File: src/rtl/serial_lu_if.sv
// Handshake and data bundle between a requester and the bit-serial logic unit.
interface serial_lu_if #(
  parameter int WIDTH = 8
);
  logic             start;
  logic [WIDTH-1:0] a;
  logic [WIDTH-1:0] b;
  logic [1:0]       op;
  logic             busy;
  logic             done;
  logic [WIDTH-1:0] result;

  modport master (
    output start, a, b, op,
    input  busy, done, result
  );

  modport slave (
    input  start, a, b, op,
    output busy, done, result
  );
endinterface

File: src/rtl/serial_lu.sv
// Bit-serial logic unit: latches two operands and an op, then pushes them
// LSB-first through a one-bit logic cell, assembling the result MSB-in.
//
// state | meaning
// ------+--------------------------------------------------------------
// IDLE  | waiting for start; operands latched on the accepting edge
// SHIFT | one operand bit per cycle through the cell, busy=1
// DONE  | result valid, done=1 for one cycle, start ignored
module serial_lu #(
  parameter int WIDTH = 8
) (
  input  logic        clk,
  input  logic        reset,
  serial_lu_if.slave  bus
);

  localparam int CW = $clog2(WIDTH) + 1;

  typedef enum logic [1:0] {
    IDLE  = 2'd0,
    SHIFT = 2'd1,
    DONE  = 2'd2
  } state_t;

  state_t           state;
  state_t           state_nxt;
  logic [WIDTH-1:0] a_reg;
  logic [WIDTH-1:0] b_reg;
  logic [1:0]       op_reg;
  logic [CW-1:0]    cnt;
  logic [WIDTH-1:0] result_reg;
  logic             cell_bit;
  logic             last_bit;

  assign last_bit = (cnt == CW'(WIDTH - 1));

  // One-bit logic cell evaluated on the current operand LSBs.
  always_comb begin
    cell_bit = 1'b0;
    case (op_reg)
      2'b00:   cell_bit = a_reg[0] & b_reg[0];
      2'b01:   cell_bit = a_reg[0] | b_reg[0];
      2'b10:   cell_bit = a_reg[0] ^ b_reg[0];
      default: cell_bit = ~a_reg[0];
    endcase
  end

  // State register.
  always_ff @(posedge clk or posedge reset) begin
    if (reset) state <= IDLE;
    else       state <= state_nxt;
  end

  // Next-state logic; DONE always falls back to IDLE so start is never taken there.
  always_comb begin
    state_nxt = state;
    case (state)
      IDLE:    if (bus.start) state_nxt = SHIFT;
      SHIFT:   if (last_bit)  state_nxt = DONE;
      DONE:    state_nxt = IDLE;
      default: state_nxt = IDLE;
    endcase
  end

  // Status outputs decoded straight from the state flops.
  always_comb begin
    bus.busy = 1'b0;
    bus.done = 1'b0;
    case (state)
      SHIFT:   bus.busy = 1'b1;
      DONE:    bus.done = 1'b1;
      default: ;
    endcase
  end

  // Datapath: operand capture in IDLE, shift and result assembly in SHIFT,
  // everything held otherwise so result stays stable after done.
  always_ff @(posedge clk or posedge reset) begin
    if (reset) begin
      a_reg      <= '0;
      b_reg      <= '0;
      op_reg     <= 2'b00;
      cnt        <= '0;
      result_reg <= '0;
    end else begin
      case (state)
        IDLE: begin
          if (bus.start) begin
            a_reg  <= bus.a;
            b_reg  <= bus.b;
            op_reg <= bus.op;
            cnt    <= '0;
          end
        end
        SHIFT: begin
          result_reg <= {cell_bit, result_reg[WIDTH-1:1]};
          a_reg      <= a_reg >> 1;
          b_reg      <= b_reg >> 1;
          cnt        <= cnt + 1'b1;
        end
        default: ;
      endcase
    end
  end

  assign bus.result = result_reg;

endmodule

File: src/flat_wrapper.sv
// flat-port wrapper written by rule: the top's interface ports become plain ports
module serial_lu_flat 
#(
  parameter int WIDTH = 8
)
  (clk, reset, bus_start, bus_a, bus_b, bus_op, bus_busy, bus_done, bus_result);
  serial_lu_if #(.WIDTH(WIDTH)) bus_i ();
  input  logic clk;
  input  logic reset;
  input wire logic [$bits(bus_i.start)-1:0] bus_start;
  input wire logic [$bits(bus_i.a)-1:0] bus_a;
  input wire logic [$bits(bus_i.b)-1:0] bus_b;
  input wire logic [$bits(bus_i.op)-1:0] bus_op;
  output wire logic [$bits(bus_i.busy)-1:0] bus_busy;
  output wire logic [$bits(bus_i.done)-1:0] bus_done;
  output wire logic [$bits(bus_i.result)-1:0] bus_result;
  assign bus_i.start = bus_start;
  assign bus_i.a = bus_a;
  assign bus_i.b = bus_b;
  assign bus_i.op = bus_op;
  assign bus_busy = bus_i.busy;
  assign bus_done = bus_i.done;
  assign bus_result = bus_i.result;
  serial_lu #(.WIDTH(WIDTH)) u_core (.clk(clk), .reset(reset), .bus(bus_i));
endmodule
File: config.mk
export PLATFORM = sky130hd
export DESIGN_NAME = serial_lu_flat
export DESIGN_NICKNAME = d
export VERILOG_FILES = /design/src/rtl/serial_lu_if.sv /design/src/rtl/serial_lu.sv /design/src/flat_wrapper.sv
export SDC_FILE = /design/constraint.sdc
export NUM_CORES = 1
export LEC_CHECK = 0
export BUFFER_PORTS_ARGS = -buffer_cell sky130_fd_sc_hd__clkbuf_2
export CAP_MARGIN = 20
export CORE_ASPECT_RATIO = 0.75
export CORE_MARGIN = 10
export CORE_UTILIZATION = 56
export DETAILED_ROUTE_END_ITERATION = 8
export PLACE_DENSITY = 0.82
export SETUP_SLACK_MARGIN = 0.5
export SYNTH_ARGS = -nofsm -noshare
export SYNTH_HDL_FRONTEND = slang
export SYNTH_SLANG_ARGS = --single-unit
File: constraint.sdc
create_clock -name clk -period 2.8 [get_ports clk]
set_input_delay 0.28 -clock clk [delete_from_list [all_inputs] [get_ports clk]]
set_output_delay 0.28 -clock clk [all_outputs]
set_load 0.02 [all_outputs]
# Word level (Yosys, flattened, before mapping)
# Index checks and enable logic that the tools add are counted.
# word_totals
output_inout_bits,10
input_bits,21
word_cells,36
register_bits,32
# op_classes
bitwise_logic,4
addsub,1
eq_ne,7
reduce_logical,6
muxes,12
# op_table
op,count
one-hot mux 8 bit (2 select lines),2
2-to-1 mux 8 bit,2
one-hot mux 4 bit (2 select lines),1
AND reduction 2 bit,3
adder 4 x 1 -> 4 bit (second input constant),1
equality test 2 x 1 -> 1 bit (second input constant),2
equality test 2 bit (second input constant),2
equality test 4 x 3 -> 1 bit (second input constant),1
zero test 2 bit,2
2-to-1 mux 2 bit,2
2-to-1 mux 4 bit,1
one-hot mux 2 bit (2 select lines),1
one-hot mux 1 bit (3 select lines),1
2-to-1 mux 1 bit,2
!= test 2 x 1 -> 1 bit (second input constant),1
!= test 2 bit (second input constant),1
nonzero test 2 bit,1
bitwise AND 1 bit,1
inverter 1 bit,1
OR 1 bit,1
bitwise XOR 1 bit,1

# Logic depth before layout (Yosys ltp)
# Gate-level depths: netlist of run 1.
# depth
word_depth,3
mapped_depth,5
depth_no_buf,5

# Worst setup path after synthesis of run 1
# No wires, ideal clock.
# synth_path
kind,register to register
start,reg u_core.a_reg[0]
end,"reg u_core.result_reg[7], in the netlist u_core.bus.result[7]"
n_path_buf,0
arrival_time_ps,1341
synth_period_minus_slack_ps,1466
setup_ps,125
slack_ps,1334
required_ps,2675
stages_incl_launch_ff,5
path_cell_list,dfrtp_1 inv_1 ha_1 mux4_2 mux2_2
# synth_between
elab_chain_len,2
elab_cells_between_ends,5
classes_between,mux: 1; bitwise: 4
# synth_lines
element,line_no,rtl
start: declaration,serial_lu.sv:27,logic [WIDTH-1:0] a_reg;
start signal: assignment,serial_lu.sv:89,a_reg <= bus.a;
start signal: assignment,serial_lu.sv:97,a_reg <= a_reg >> 1;
bitwise XOR 1 bit (tied with other cells),serial_lu.sv:43,2'b10: cell_bit = a_reg[0] ^ b_reg[0];
one-hot mux 1 bit (3 select lines) *,serial_lu.sv:40,case (op_reg)
end signal: assignment,serial_lu.sv:96,"result_reg <= {cell_bit, result_reg[WIDTH-1:1]};"
end: declaration,serial_lu.sv:31,logic [WIDTH-1:0] result_reg;
# Every way passes the cells marked *; elsewhere a longest branch is shown, timed or not.
# A chain may end at the register's enable or synchronous reset.

# Worst setup path after layout of run 1
# layout_path
start,reg u_core.state[1]
end,out bus_busy
# layout_between
elab_chain_len,2
# layout_lines
element,line_no,rtl
start: declaration,serial_lu.sv:25,state_t state;
start signal: assignment,serial_lu.sv:51,else state <= state_nxt;
equality test 2 x 1 -> 1 bit,serial_lu.sv:69,case (state)
2-to-1 mux 1 bit,serial_lu.sv:69,
end: declaration,flat_wrapper.sv:14,output wire logic [$bits(bus_i.busy)-1:0] bus_busy;
# No other way between the ends.

==> results by group, run 1 <==
Outcome
  • Status: finished with violations
  • Failing checks: negative hold slack

Worst setup path
  • Worst Path Max Fanout: 13
  • Sequence of cells on the critical path: nand2b_1 -> inv_1 -> clkbuf_2
  • CP Launch Type: register
  • FF-to-FF path depth: 2
  • Internal reg-to-reg setup slack: 1.12 ns
  • Critical Path Slowest Stage Cell: dfrtp_1
  • CP max stage delay: 0.40 ns
  • CP arrival: 1.45 ns
  • Worst reg2reg endpoint: u_core.op_reg[0]
  • Reg-to-Reg Start: u_core.state[1]
  • Worst Setup End Kind: output pin
  • CP Class: register to output pin
  • WP data required: 2.52 ns

STA
  • Setup skew after layout: 0.00819 ns
  • Peak Freq: 0.579 GHz
  • Final Hold Viols: 3
  • Slew of the pin with the lowest slew margin: 0.861 ns
  • Sum Neg Setup Slack: 0 ns
  • RSZ-0062 raised after global routing: false
  • Setup violators final: 0
  • Max-slew violations: 0
  • Worst hold margin: -0.00166 ns
  • Tcrit/Tclk final: 0.617
  • Worst setup margin: 1.07 ns
  • Worst relative slew slack: 0.426
  • Final min period: 1.73 ns

Logic synthesis
  • Synthesized flop and latch total: 32
  • Share of the yosys chip area belonging to registers: 0.577
  • Post-synthesis mux area share: 0.0532
  • Syn Inst Count: 138
  • Synthesized-area fraction occupied by adder cells: 0.0271
  • Syn Std Cell Area: 0.00139 sq mm
  • Post-Synth XOR/XNOR Area: 0
  • Syn avg cell area: 10.1 sq um
  • Largest area contributor in the netlist: dfrtp_1
  • Synthesis Warnings: 0
  • Compound-Gate Fraction of Synth Area: 0.111
  • Synth area leaders: dfrtp_1 58%, nand2_1 7.0%, nor2_1 6.5%
  • Largest family of logic cells by synthesized area: simple AND/OR/NAND/NOR gates
  • Synth cell types: 26
  • Post-synth top area share: 0.577
  • Synth Area in Simple Gates: 0.173
  • Syn_nets: 162

Floorplanning
  • Initial Util: 0.596
  • CORE AREA: 0.00233 sq mm
  • Row count: 15
  • Die width: 77.5 um
  • Top Ports: 31
  • Die Height: 63.1 um
  • Die ar.: 0.00489 sq mm

Drt
  • Final WL: 2780 um
  • DR DRC count: 0
  • Post-route ant nets: 0
  • Via/cell ratio: 5.12
  • 1st-iter DRT viols: 46
  • Avg WL per Cell: 13.6 um
  • DR pass1 iterations: 4
  • Via count: 1045

Run
  • Max Cap Violations: 0

Placement
  • Hpwl dp: 1950 um
  • PortBufs: 30
  • Post-place setup slack: 1.10 ns
  • GP Congestion: 0.761

Clock tree
  • CTS Buf Count: 5
  • Hold buffers post-CTS: 0
  • Post-CTS resize count: 0
  • Sink Count: 32
  • Max H-tree Level: 2
  • Clk slew on worst S/H paths: 0.09 ns
  • Clock root buffer master: clkbuf_4
  • Post-CTS Setup Repair Bufs: 0
  • Clk buf depth: 2
  • CTS tree: done
  • Worst-Skew Late Latency: 0.33 ns

Global routing
  • Vias in the first global route: 1026
  • Global route overflow: 0
  • Initial antenna violation count: 0
  • First-pass GRT wire length: 4620 um
  • Total Routing Usage GR: 0.119
  • Largest net degree at the start of global routing: 33

Cells and area
  • Fill cells: 187
  • Area grow syn2layout: 15.2%
  • Most frequent cells in the layout: 32 x dfrtp_1, 30 x clkbuf_2, 26 x nand2_1, 24 x nor2_1, 13 x o22ai_1
  • Final core occ: 0.687
  • Ant. Diodes: 0
  • Nets: 193
  • Commonest non-fill, non-tap cell in the layout: dfrtp_1
  • Share of layout cells above drive strength 1: 0.259

Power
  • Pleak: 0.818 nW
  • VDD IR max: 521 uV
  • Cell area power density: 1180 mW/mm^2
  • Total power: 0.00188 W

Worst hold path
  • Worst hold path type: input port to asynchronous set/reset pin
-- power breakdown --
| group | total (W) | leakage (nW) | switching (W) | internal, W |
|---|---|---|---|---|
| Sequential | 0.000828 | 0.383 | 0.000143 | 0.000685 |
| Combinational | 0.000786 | 0.402 | 0.000458 | 0.000328 |
| Clock | 0.000267 | 0.0326 | 0.000143 | 0.000124 |
| Total | 0.00188 | 0.818 | 0.000744 | 0.00114 |
-- layer usage --
layer	track usage	routed length, um
met2	0.196	1360
met4	0.0500	21
met5	0	0
met1	0.126	1220
met3	0.0637	175
-- metrics by stage --
| step | instance area (sq um) | std cells |
|---|---|---|
| floorplan | 1390 | 138 |
| global placement | 1540 | 196 |
| detailed placement | 1540 | 196 |
| CTS | 1600 | 204 |
| global route | 1600 | 204 |
| finish | 1600 | 204 |
-- synthesized netlist by cell type, drive strengths merged --
master  instances
dfrtp          32
nand2          26
nor2           24
o22ai          14
inv             7
buf             5
nand3           4
o21ai           4
clkbuf          3
ha              3
mux2            3
a21oi           2
a31oi           2
mux2i           1
mux4            1
nand2b          1
nand4           1
nor2b           1
nor3            1
o21a            1
o21ba           1
or3b            1
-- layout make-up --
cell class	count	area (sq um)	area share
clock buffer	8	58.8	0.0368
inverter	7	26.3	0.0164
timing repair buffer	32	165	0.103
multi-input combinational	91	505	0.316
tap	34	42.5	0.0266
sequential	32	801	0.501
-- worst max path at each step --
stage	start	end	slack (ns)
after detailed placement	u_core.state[1]	u_core.op_reg[1]	1.10
after floorplan	u_core.a_reg[0]	u_core.bus.result[7]	1.33
final	u_core.state[1]	bus_busy	1.07
after global routing	u_core.state[1]	bus_busy	0.95
after global placement	u_core.state[1]	u_core.op_reg[0]	1.15
after CTS	u_core.state[1]	bus_busy	1.06
-- cell families after synthesis --
group / after synthesis
compound gates: 24
fa+ha+maj: 3
buf+inv: 15
flops: 32
mux: 5
simple gates: 59
-- critical path, delay by kind of cell (launching register included) --
kind	cells	cell delay, ns
buf+inv	2	0.56
flops	1	0.40
simple gates	1	0.17
Note: power is estimated with default switching activity, not from simulation.
==> run 2, diff against run 1 <==
- CORE_UTILIZATION: 56 -> 52
- PLACE_DENSITY: 0.82 -> 0.77
- clock period: 2.8 -> 1.6 ns (I/O delays scaled with it)
==> run 2 against run 1 <==
Effect of this change:
- the flow now finishes without violations
- sequential share of layout area is 7.0 points lower
- critical path depth is 1 higher
- count of clock-buffer cells in the layout is 2 lower
==> results by group, run 2 (same netlist as run 1, synthesis figures left out) <==
Clock tree
  • Worst-Skew Late Latency: 0.33 ns (about the same)
  • Clock root buffer master: clkbuf_4
  • Max H-tree Level: 2 (unchanged)
  • Clk slew on worst S/H paths: 0.10 ns (about the same)
  • CTS Buf Count: 5 (unchanged)
  • CTS tree: done
  • Clk buf depth: 2 (unchanged)
  • Sink Count: 32 (unchanged)

Worst setup path
  • Worst Path Max Fanout: 2 (-11)
  • Internal reg-to-reg setup slack: 0.05 ns (-1.07 ns)
  • Reg-to-Reg Start: u_core.b_reg[0]
  • FF-to-FF path depth: 4 (+2)
  • WP data required: 1.80 ns (-0.72 ns)
  • CP arrival: 1.75 ns (+0.30 ns)
  • Worst reg2reg endpoint: u_core.bus.result[7]
  • CP Launch Type: register
  • Worst Setup End Kind: register
  • CP Class: register to register

Placement
  • Hpwl dp: 1960 um (+0.88%)
  • GP Congestion: 0.732 (-3.8%)
  • Placed instance count: 200 (+2.0%)
  • Placed cell areas: 0.00158 sq mm (+2.4%)
  • PortBufs: 30 (unchanged)

Cells and area
  • Nets: 201 (+4.1%)
  • Ant. Diodes: 0 (unchanged)
  • Most frequent cells in the layout: 31 x dfrtp_1, 29 x clkbuf_2, 24 x nand2_1, 23 x nor2_1, 12 x o22ai_2
  • Design area: 0.00186 sq mm (+16%)
  • Fill cells: 163 (-13%)
  • Commonest non-fill, non-tap cell in the layout: dfrtp_1
  • Share of layout cells above drive strength 1: 0.446 (+0.188)
  • Final Instance Count excl. Fillers: 213 (+4.4%)
  • Area grow syn2layout: 34.2%

Floorplanning
  • Die ar.: 0.00516 sq mm (+5.4%)
  • Top Ports: 31 (unchanged)
  • Initial Util: 0.537 (-0.0589)
  • Row count: 16 (+1)
  • CORE AREA: 0.00258 sq mm (+11%)
  • Die width: 79.7 um (+2.8%)
  • Die Height: 64.7 um (+2.6%)

Power
  • Internal power: 0.00229 W (+100%)
  • Clock network power share: 0.108 (-0.034)
  • Net Sw Power: 0.00159 W (+110%)
  • Cell area power density: 2080 mW/mm^2 (+77%)
  • VDD IR max: 947 uV (+82%)
  • Sw Share: 0.410 (+0.0144)
  • Pleak: 0.912 nW (+11%)
  • Total power: 0.00387 W (+110%)
  • Sequential Power Share: 0.393 (-0.047)
  • Combinational share of power: 0.499 (+0.081)

Global routing
  • Initial antenna violation count: 0 (unchanged)
  • First-pass GRT wire length: 4820 um (+4.5%)
  • Global route overflow: 0 (unchanged)
  • Vias in the first global route: 1103 (+7.5%)
  • Largest net degree at the start of global routing: 33 (unchanged)
  • Total Routing Usage GR: 0.115 (-0.00432)

STA
  • Sum Neg Setup Slack: 0 ns (unchanged)
  • RSZ-0062 raised after global routing: true
  • Worst relative slew slack: 0.739 (+0.313)
  • Setup skew after layout: 0.0173 ns (+0.00909 ns)
  • Setup violators final: 0 (unchanged)
  • Final Hold Viols: 0 (-3)
  • Tcrit/Tclk final: 0.966
  • Slew of the pin with the lowest slew margin: 0.392 ns (-0.469 ns)
  • Peak Freq: 0.647 GHz
  • Final min period: 1.55 ns
  • Max-slew violations: 0 (unchanged)

Drt
  • Avg WL per Cell: 15.7 um (+15%)
  • DR pass1 iterations: 4 (unchanged)
  • DR DRC count: 0 (unchanged)
  • Post-route ant nets: 0 (unchanged)
  • Final WL: 3340 um (+20%)
  • Via/cell ratio: 5.32 (+3.9%)
  • 1st-iter DRT viols: 57 (+24%)
  • Via count: 1134 (+8.5%)

Worst hold path
  • Hold EP: u_core.a_reg[7]
  • Hold_sp: bus_a[7]
  • Worst hold path type: input port to register
  • Hold path depth: 3

Run
  • Max Cap Violations: 0 (unchanged)

Outcome
  • Status: finished clean
[run 2: cell types whose count changed in the layout (fill, tap and decap cells not counted), moves of 2 or more]
cell     previous run  this run
inv_1               7         4
o22ai_2             1        12
buf_12              0         2
nand2_2             0         2
buf_4               2         5
nand3_2             0         4
inv_2               0         2
o22ai_4             0         2
buf_6               0         2
nand3_1             4         0
nand2_1            26        24
o22ai_1            13         0
[run 2: critical path, cell delays in order, from the launching register on]
cell,delay (ns)
dfrtp_1,0.42
inv_2,0.09
ha_4,0.20
mux4_2,0.45
mux2_4,0.26
[run 2: routing by layer]
| layer | wire, um | share of wire | vias to the layer above | GRT usage |
|---|---|---|---|---|
| li1 | - | - | 539 | - |
| met3 | 130 | 0.039 | 7 | 0.0358 |
| met4 | 61 | 0.018 | 0 | 0.0558 |
| met1 | 1370 | 0.41 | 566 | 0.131 |
| met2 | 1770 | 0.53 | 22 | 0.193 |
| met5 | 0 | 0 | - | 0 |
[run 2: timing repair]
| item | in CTS | in global routing |
|---|---|---|
| gates resized for setup | 8 | 32 |
| gates cloned | 0 | 2 |
| pin swaps | 1 | 5 |
| setup buffers | 1 | 2 |
| endpoints found under the setup margin | 26 | 34 |
| hold buffers | 1 | 0 |
| endpoints found under the hold margin | 32 | 0 |
[run 2: worst max-delay path by stage]
stage               depth (start not counted)             from                   end  slack [ns]
global route                                4  u_core.a_reg[0]  u_core.bus.result[7]        0.05
finish                                      4  u_core.b_reg[0]  u_core.bus.result[7]        0.05
floorplan                                   4  u_core.b_reg[0]  u_core.bus.result[7]        0.14
CTS                                         4  u_core.a_reg[0]  u_core.bus.result[7]        0.07
detailed placement                          4  u_core.b_reg[0]  u_core.bus.result[7]        0.07
global placement                            4  u_core.b_reg[0]  u_core.bus.result[7]        0.13
[run 2: final cells by class]
cell class / instances / area, sq um / share of cell area
Multi-Input combinational cell: 91 / 659 / 0.354
Inverter: 7 / 28.8 / 0.0155
Tap cell: 36 / 45.0 / 0.0242
Sequential cell: 32 / 802 / 0.431
Clock buffer: 6 / 41.3 / 0.0222
Timing Repair Buffer: 40 / 280 / 0.151
Clock inverter: 1 / 5.00 / 0.00269
[run 2: through the flow]
stage	util	hold WS (ns)	setup WS, ns
finish	0.721	0.0442	0.0539
global route	0.721	0.0424	0.0498
CTS	0.647	0.0434	0.0745
detailed placement	0.611	0.267	0.0685
global placement	0.611	0.237	0.127
floorplan	-	0.276	0.138
[run 2: power by group through the flow]
stage | sequential, W | combinational (W) | clock (W)
2_1_floorplan | 0.00153 | 0.00102 | 0
3_3_place_gp | 0.00145 | 0.00136 | 0
3_5_place_dp | 0.00147 | 0.00141 | 0
4_1_cts | 0.00146 | 0.00151 | 0.000423
5_1_grt | 0.00157 | 0.00212 | 0.000467
6_report | 0.00152 | 0.00193 | 0.000417
==> run 3, diff against run 2 <==
- PLACE_DENSITY: 0.77 -> unset
- PLACE_DENSITY_LB_ADDON: unset -> 0.15
- REMOVE_ABC_BUFFERS: unset -> 1
==> run 3 against run 2 <==
Effect of this change:
- final cell count is 2.8% higher
- count of clock-buffer cells in the layout stayed put
- non-clock buffer count is 6 higher
- clock power grew 1%
- critical path depth unchanged
==> results by group, run 3 (same netlist as run 1, synthesis figures left out) <==
Clock tree
  • Sink Count: 32 (unchanged)
  • CTS tree: done
  • Max H-tree Level: 2 (unchanged)
  • Clk buf depth: 2 (unchanged)
  • Clock root buffer master: clkbuf_4
  • Clk slew on worst S/H paths: 0.11 ns (about the same)
  • CTS Buf Count: 5 (unchanged)
  • Worst-Skew Late Latency: 0.33 ns (about the same)

Power
  • VDD IR max: 883 uV (-6.7%)
  • Total power: 0.00400 W (+3.2%)
  • Pleak: 0.957 nW (+4.9%)
  • Cell area power density: 2070 mW/mm^2 (-0.63%)

Global routing
  • Largest net degree at the start of global routing: 33 (unchanged)
  • First-pass GRT wire length: 5200 um (+7.7%)
  • Global route overflow: 0 (unchanged)
  • Grt met2 use: 0.185 (-0.00706)
  • Met1 usage: 0.162 (+0.0308)
  • Initial antenna violation count: 0 (unchanged)
  • GR Util met3: 0.0510 (+0.0152)
  • GR peak layer: met2
  • Total Routing Usage GR: 0.127 (+0.0113)
  • Vias in the first global route: 1114 (+1.0%)

STA
  • Final Hold Viols: 0 (unchanged)
  • Worst relative slew slack: 0.736 (-0.00261)
  • Peak Freq: 0.647 GHz (about the same)
  • Setup skew after layout: 0.0205 ns (+0.00322 ns)
  • Max-slew violations: 0 (unchanged)
  • RSZ-0062 raised after global routing: true
  • Final min period: 1.55 ns (-0.00103 ns)
  • Setup violators final: 0 (unchanged)
  • Slew of the pin with the lowest slew margin: 0.396 ns (+0.00391 ns)
  • Tcrit/Tclk final: 0.966 (about the same)

Floorplanning
  • Initial Util: 0.537 (unchanged)
  • Row count: 16 (unchanged)
  • Die Height: 64.7 um (unchanged)
  • Die ar.: 0.00516 sq mm (unchanged)
  • Die width: 79.7 um (unchanged)
  • Top Ports: 31 (unchanged)
  • CORE AREA: 0.00258 sq mm (unchanged)

Worst setup path
  • CP arrival: 1.75 ns (about the same)
  • Critical Path Slowest Stage Cell: mux4_2
  • FF-to-FF path depth: 4 (unchanged)
  • CP Launch Type: register
  • CP startpoint: u_core.b_reg[0]
  • Worst Setup End Kind: register
  • Reg-to-Reg Start: u_core.b_reg[0]
  • CP max stage delay: 0.46 ns (about the same)
  • Sequence of cells on the critical path: inv_2 -> ha_1 -> mux4_2 -> mux2_4
  • Worst Path Max Fanout: 2 (unchanged)
  • CP Class: register to register
  • WP data required: 1.81 ns (about the same)

Placement
  • Placed instance count: 201 (+0.50%)
  • PortBufs: 30 (unchanged)
  • Hpwl dp: 2050 um (+4.6%)
  • GP Congestion: 0.723 (-1.3%)

Outcome
  • Status: finished clean

Drt
  • Avg WL per Cell: 15.6 um (-0.44%)
  • Via/cell ratio: 5.33 (+0.18%)
  • DR pass1 iterations: 5 (+1)
  • Post-route ant nets: 0 (unchanged)
  • Final WL: 3420 um (+2.4%)
  • Via count: 1168 (+3.0%)
  • 1st-iter DRT viols: 68 (+19%)
  • DR DRC count: 0 (unchanged)

Worst hold path
  • Worst hold path type: input port to register
  • Hold_sp: bus_a[7]
  • Hold path depth: 3 (unchanged)

Cells and area
  • Nets: 207 (+3.0%)
  • Area grow syn2layout: 39.4%
  • Most frequent cells in the layout: 32 x dfrtp_1, 29 x clkbuf_2, 24 x nand2_1, 23 x nor2_1, 10 x buf_4
  • Commonest non-fill, non-tap cell in the layout: dfrtp_1
  • Share of layout cells above drive strength 1: 0.437 (-0.00917)
  • Fill cells: 180 (+10%)
  • Ant. Diodes: 0 (unchanged)
  • Final Instance Count excl. Fillers: 219 (+2.8%)

Run
  • Max Cap Violations: 0 (unchanged)
run 3: changes by cell type in the layout (fill, tap and decap cells not counted), moves of 2 or more:
cell / previous run / this run
buf_4: 5 / 10
o22ai_2: 12 / 7
o22ai_1: 0 / 3
buf_16: 0 / 2
buf_6: 2 / 0
o22ai_4: 2 / 4
run 3: cell type report:
cell class,count,area (sq um),area share
sequential,32,801,0.414
multi-input combinational,91,651,0.336
timing repair buffer,46,365,0.189
tap,36,45.0,0.0233
clock buffer,6,41.3,0.0213
inverter,7,26.3,0.0136
clock inverter,1,5.00,0.00259
run 3: timing repair:
item,CTS,global route
resized for setup,21,17
pin swaps,10,16
hold endpoints to repair,32,0
setup endpoints to repair,32,33
setup buffers,4,3
gates cloned,2,1
hold buffers,1,0
run 3: metrics by stage:
step / instance area [sq um] / util / setup WS (ns) / setup TNS, ns / hold WS (ns)
global placement: 1570 / 0.606 / 0.126 / 0 / 0.234
global route: 1930 / 0.749 / 0.00759 / 0 / 0.0372
detailed placement: 1570 / 0.606 / 0.0776 / 0 / 0.246
CTS: 1800 / 0.695 / 0.0746 / 0 / 0.0505
floorplan: 1330 / - / -0.262 / -1.60 / 0.276
finish: 1930 / 0.749 / 0.0549 / 0 / 0.0346
run 3: critical path, delay by kind of cell (launching register included):
kind	cells	cell delay, ns
flip-flops	1	0.40
adder cells (fa/ha/maj)	1	0.26
multiplexers	2	0.73
buffers and inverters	1	0.05
run 3: power breakdown:
group | switching (W) | internal (W)
logic | 0.00104 | 0.00102
clock network | 0.000262 | 0.000162
registers | 0.000320 | 0.00120
total | 0.00162 | 0.00238
run 3: layer usage:
| layer | routed length, um | up-vias |
|---|---|---|
| met5 | 0 | - |
| met4 | 30 | 0 |
| met3 | 182 | 4 |
| met2 | 1750 | 24 |
| met1 | 1450 | 585 |
| li1 | - | 555 |
run 3: final timing paths:
| kind | to | slack [ns] |
|---|---|---|
| setup / recovery | u_core.bus.result[7] | 0.05 |
| hold / removal | u_core.a_reg[7] | 0.03 |
| setup reg to reg | u_core.bus.result[7] | 0.05 |
| hold reg to reg | u_core.bus.result[3] | 0.48 |
| max in group asynchronous | u_core.bus.result[7] | 0.86 |
| min in group asynchronous | u_core.cnt[2] | 0.44 |
